--- config.mk ---
export PLATFORM = sky130hd
export DESIGN_NAME = tmr_crc_checker_pipe
export DESIGN_NICKNAME = d
export VERILOG_FILES = /design/src/rtl/tmr_pkg.sv /design/src/rtl/crc_checker.sv /design/src/rtl/tmr_vote3.sv /design/src/rtl/tmr_crc_checker_pipe.sv
export SDC_FILE = /design/constraint.sdc
export NUM_CORES = 1
export LEC_CHECK = 0
export CAP_MARGIN = 10
export CORE_UTILIZATION = 50
export CTS_CLUSTER_DIAMETER = 120
export DETAILED_ROUTE_END_ITERATION = 10
export GPL_TIMING_DRIVEN = 0
export PLACE_DENSITY = 0.86
export REMOVE_ABC_BUFFERS = 1
export SLEW_MARGIN = 20
export SYNTH_ARGS = -nofsm -noshare
export SYNTH_HDL_FRONTEND = slang
export SYNTH_SLANG_ARGS = --single-unit
export TNS_END_PERCENT = 50
--- constraint.sdc ---
create_clock -name clk -period 5.3 [get_ports clk]
set_input_delay 0.795 -clock clk [delete_from_list [all_inputs] [get_ports clk]]
set_output_delay 0.795 -clock clk [all_outputs]
set_load 0.02 [all_outputs]
--- src/rtl/tmr_pkg.sv ---
// Shared types and helpers for the pipelined TMR CRC checker.
package tmr_pkg;

  // MAJk means a two-against-one majority in which replica k is the dissenter.
  typedef enum logic [2:0] {AGREE, MAJ0, MAJ1, MAJ2, UNRESOLVED} vote_e;

  typedef enum logic {TRIPLE, DUAL} mode_e;

  function automatic int unsigned sat_inc(input int unsigned v, input int unsigned max_v);
    return (v >= max_v) ? max_v : v + 1;
  endfunction

endpackage

--- src/rtl/crc_checker.sv ---
// Combinational CRC checker: recomputes the CRC over the payload, MSB first, zero init,
// and flags a mismatch against the received CRC field in din[CL-1:0].
module crc_checker #(
  parameter int N = 16,
  parameter int CL = 8,
  parameter logic [CL-1:0] POLY = CL'(7)
) (
  input  logic [N+CL-1:0] din,
  output logic [N-1:0]    dout,
  output logic            fflag
);

  logic [CL-1:0] crc;

  // NOTE: blocking '=' is correct here; each loop iteration must see the previous one's crc.
  always_comb begin
    crc = '0;
    for (int i = N - 1; i >= 0; i--) begin
      crc = {crc[CL-2:0], 1'b0} ^ ({CL{crc[CL-1] ^ din[CL+i]}} & POLY);
    end
  end

  assign dout  = din[N+CL-1:CL];
  assign fflag = (crc != din[CL-1:0]);

endmodule

--- src/rtl/tmr_vote3.sv ---
// Three-way voter with replica masking; in dual mode the lower-index active replica wins ties.
module tmr_vote3
  import tmr_pkg::*;
#(
  parameter int W = 17
) (
  input  logic [W-1:0] r0,
  input  logic [W-1:0] r1,
  input  logic [W-1:0] r2,
  input  logic [2:0]   mask,
  output logic [W-1:0] vout,
  output vote_e        vote,
  output logic [2:0]   dissent
);

  // NOTE: every output gets a default before the case so no path can infer a latch.
  always_comb begin
    vout    = r0;
    vote    = AGREE;
    dissent = '0;
    case (mask)
      3'b000: begin
        if (r0 == r1) begin
          if (r0 != r2) begin
            vote    = MAJ2;
            dissent = 3'b100;
          end
        end else if (r1 == r2) begin
          vout    = r1;
          vote    = MAJ0;
          dissent = 3'b001;
        end else if (r0 == r2) begin
          vote    = MAJ1;
          dissent = 3'b010;
        end else begin
          vote = UNRESOLVED;
        end
      end
      3'b001: begin
        vout = r1;
        if (r1 != r2) vote = UNRESOLVED;
      end
      3'b010: if (r0 != r2) vote = UNRESOLVED;
      3'b100: if (r0 != r1) vote = UNRESOLVED;
      default: vote = UNRESOLVED;
    endcase
  end

endmodule

--- src/rtl/tmr_crc_checker_pipe.sv ---
// Pipelined TMR CRC checker: three replicas, a voter, one output register stage with
// valid/ready, and per-replica fault counters that mask a persistently dissenting replica.
module tmr_crc_checker_pipe
  import tmr_pkg::*;
#(
  parameter int N = 16,
  parameter int CL = 8,
  parameter int CNT_W = 4,
  parameter int FAULT_THR = 3
) (
  input  logic               clk,
  input  logic               rst_n,
  input  logic               in_valid,
  output logic               in_ready,
  input  logic [N+CL-1:0]    din,
  input  logic [2:0]         inj_err,
  input  logic               clr,
  output logic               out_valid,
  input  logic               out_ready,
  output logic [N-1:0]       dout,
  output logic               fflag,
  output logic               invalid,
  output logic [2:0]         rep_mask,
  output logic               dual,
  output logic [3*CNT_W-1:0] err_cnt,
  output logic [CNT_W-1:0]   unres_cnt
);

  localparam int W = N + 1;
  localparam int unsigned CNT_MAX = (2 ** CNT_W) - 1;

  logic [2:0][W-1:0]     res;
  logic [W-1:0]          vout;
  vote_e                 vote;
  logic [2:0]            dissent;
  mode_e                 mode;
  logic                  acc;
  logic [2:0][CNT_W-1:0] cnt_q, cnt_inc;
  logic [CNT_W-1:0]      unres_q, unres_inc;
  logic [2:0]            mask_q;

  for (genvar k = 0; k < 3; k++) begin : g_rep
    logic [N-1:0] pay;
    logic         ff;
    crc_checker #(.N(N), .CL(CL)) u_crc (.din(din), .dout(pay), .fflag(ff));
    assign res[k] = {ff, pay ^ {{(N-1){1'b0}}, inj_err[k]}};
  end

  tmr_vote3 #(.W(W)) u_vote (
    .r0(res[0]), .r1(res[1]), .r2(res[2]), .mask(mask_q),
    .vout(vout), .vote(vote), .dissent(dissent)
  );

  assign in_ready = !out_valid || out_ready;
  assign acc      = in_valid && in_ready;
  assign mode     = (|mask_q) ? DUAL : TRIPLE;
  assign dual     = (mode == DUAL);
  assign rep_mask = mask_q;
  assign err_cnt  = cnt_q;
  assign unres_cnt = unres_q;

  always_comb begin
    for (int k = 0; k < 3; k++) cnt_inc[k] = CNT_W'(sat_inc(32'(cnt_q[k]), CNT_MAX));
    unres_inc = CNT_W'(sat_inc(32'(unres_q), CNT_MAX));
  end

  // NOTE: registers use non-blocking '<=' so every flop samples pre-edge values.
  always_ff @(posedge clk or negedge rst_n) begin
    if (!rst_n) begin
      out_valid <= 1'b0;
      dout      <= '0;
      fflag     <= 1'b0;
      invalid   <= 1'b0;
    end else if (acc) begin
      out_valid      <= 1'b1;
      {fflag, dout}  <= vout;
      invalid        <= (vote == UNRESOLVED);
    end else if (out_ready) begin
      out_valid <= 1'b0;
    end
  end

  // Clear outranks an accept; the voted beat still goes out but leaves no trace here.
  always_ff @(posedge clk or negedge rst_n) begin
    if (!rst_n) begin
      cnt_q   <= '0;
      unres_q <= '0;
      mask_q  <= '0;
    end else if (clr) begin
      cnt_q   <= '0;
      unres_q <= '0;
      mask_q  <= '0;
    end else if (acc) begin
      if (vote == UNRESOLVED) unres_q <= unres_inc;
      for (int k = 0; k < 3; k++) begin
        if (dissent[k]) begin
          cnt_q[k] <= cnt_inc[k];
          if (FAULT_THR != 0 && int'(cnt_inc[k]) == FAULT_THR) mask_q[k] <= 1'b1;
        end
      end
    end
  end

endmodule
==> flow_summary.ini <==
[run_status]
status = finished clean

[sta]
fin_crit_sh = 0.6185
finalMaxSlewViolations = 0
period_needed_ns = 3.278
tightest_slew_ns = 0.9449
grt_setup_unrepaired = no
setup_violations = 0
final.setup.tns_ns = 0
max_freq_mhz = 305.1
finalClockSkew_ns = 0.005281
final_hold_viol_count = 0
slew_headroom = 0.3685

[detailed_routing]
firstDrtPassIters = 4
drtIter0Drc = 176
wl_per_cell_um = 15.29
drc = 0
vias = 1851
totalWireLength_um = 5154
drtAntennaViolNets = 0
routed_via_density = 5.493

[floorplan]
die_w_um = 68.84
dieArea_um2 = 4738
fp.dieH_um = 68.84
initial_core_util = 0.5389
num_io_pins = 72
rows = 23
coreArea_um2 = 4144

[synth]
syn_avg_cell_area_um2 = 10.44
synthTopCellsByArea = dfrtp_1, xnor2_1, mux2_2
synth_edf_count = 0
synthFlopType = dfrtp_1
ys_warn_count = 0
synth_seq_cells = 38
synthArstFlopShare = 1.000
netlist.area_leader.share = 0.4258
yosysSeqAreaShare = 0.4258
synth_cell_types = 39
syn_area_um2 = 2233
synth_area_leader_cell = dfrtp_1
synth_cells = 214

[run]
max_cap_violations = 0

[cts]
post_cts_buffers = 0
cts_hold_buf = 0
root_buffer = clkbuf_8
clock_latency_ns = 0.29
cts_tree = done
post_cts_resized = 0
h-tree-depth = 2
numCtsBuffers = 5
clockBufferDepth = 2
cts_sinks = 38
clk_pin_slew_worst_paths_ns = 0.07

[layout]
seq_area_um2 = 950.9
area_delta_synth_final_pct = 38.77
final_cell_mix = clkdlybuf4s50_1, dfrtp_1, xnor2_1, mux2_2, nor2_1
finalNetCount = 322
layout_commonest_cell = clkdlybuf4s50_1
layout-drive-gt1-share = 0.09059
nFillCells = 331
finalNonFillerCells = 337
multi_input_area_um2 = 1217
antenna_cells = 0

[grt]
grt_use_total = 0.2272
overflow = 0
grt_pass1_vias = 1615
grt_max_degree = 27
grt_antenna_before_repair = 0
grt_pass1_wl_um = 7734

[power]
p_int_mw = 0.5792
p_comb_frac = 0.304
p_clk_frac = 0.296
irDropWorstVdd_mv = 0.1917
p_leak_nw = 1.272
swShare = 0.2901
power.switching_mw = 0.2367
seqPwrFrac = 0.400
power_density_nw_per_um2 = 263.3

[place]
gp_congestion = 0.8056
dpl.cell_count = 329
io_buffers = 71
dp_hpwl_um = 3857

[critical_path]
cp.arrival_ns = 3.41
cp-start-kind = input pin
r2r-end = err_cnt[7]
reg2regPathDepth = 6
cp.required_ns = 5.44
r2r-start = out_valid
critPathKind = input pin to flop
critPathMaxFanout = 22
endpoint = err_cnt[7]
startpoint = out_ready
cp-end-kind = flop
r2r_slack_ns = 2.62

[min_path]
hold_class = input pin to asynchronous set/reset pin
-- worst max-delay path, stage by stage --
cell and delay, ns:
clkdlybuf4s50_1 0.44, nand2b_1 0.18, nand2_1 0.58, nor3_1 0.93
nand4_1 0.23, nor3_1 0.18, a211oi_1 0.07
-- per-layer routing --
layer / vias up / GRT usage / part of all wire
met5: - / 0 / 0
met4: 0 / 0.07143 / 0.010
met3: 6 / 0.05263 / 0.043
met2: 48 / 0.3689 / 0.51
met1: 889 / 0.3002 / 0.44
li1: 908 / - / -
-- power by group through the flow --
stage / clock (mW) / sequential [mW] / combinational [mW]
after floorplan: 0 / 0.360 / 0.110
after global placement: 0 / 0.331 / 0.241
after detailed placement: 0 / 0.332 / 0.249
after CTS: 0.249 / 0.326 / 0.250
after global routing: 0.258 / 0.329 / 0.268
final: 0.241 / 0.326 / 0.248
-- flip-flops by register name, summed over array words and instances, names as in the netlist --
| name | flops |
|---|---|
| err_cnt | 12 |
| dout | 16 |
| unres_cnt | 4 |
| invalid | 1 |
| fflag | 1 |
| out_valid | 1 |
| rep_mask | 3 |
-- kinds of logic (layout without fill, tap and decap cells) --
family	count (synthesis)	after routing	synth area share
buffers and inverters	16	89	0.02913
AND/OR/NAND/NOR	64	64	0.1608
AO/OA/AOI/OAI	34	34	0.1104
adder cells (fa/ha/maj)	4	4	0.02241
XOR/XNOR	41	41	0.1669
flip-flops	38	38	0.4258
multiplexers	17	17	0.08459
-- synthesized netlist by cell type (5+ instances only) --
cell,instances
inv_1,9
nor2_1,14
nand4_1,5
nand2b_1,5
xnor2_1,29
xor2_1,11
a21oi_1,9
and4b_1,5
a311oi_1,5
dfrtp_1,38
mux2_2,15
nand3_1,5
nor3_1,11
nand2_1,6
-- how the worst min path moves through the flow --
stage	slack, ns	to	depth (start not counted)	from
detailed placement	0.47	dout[0]	2	dout[0]
global placement	0.47	invalid	1	invalid
CTS	0.40	err_cnt[3]	1	rst_n
floorplan	0.50	dout[0]	0	rst_n
finish	0.40	err_cnt[3]	1	rst_n
global route	0.41	rep_mask[2]	1	rst_n
-- through the flow --
stage / setup slack, ns / instance area (um2) / power, mW / hold slack (ns) / utilization
6_report: 2.022 / 3099 / 0.8159 / 0.3978 / 0.7479
5_1_grt: 1.842 / 3099 / 0.8557 / 0.4147 / 0.7479
4_1_cts: 2.039 / 3099 / 0.8249 / 0.4002 / 0.7479
3_5_place_dp: 1.728 / 2990 / 0.5803 / 0.4741 / 0.7216
3_3_place_gp: 1.885 / 2975 / 0.5720 / 0.4668 / 0.7180
2_1_floorplan: 2.682 / 2202 / 0.4707 / 0.4994 / -
-- layout make-up --
cell class	count	area share
Clock inverter	3	0.01292
Inverter	9	0.01090
Multi-Input combinational cell	160	0.3928
Sequential cell	38	0.3068
Tap cell	50	0.02019
Timing Repair Buffer	72	0.2342
Clock buffer	5	0.02220
Note: power is estimated with default switching activity, not from simulation.
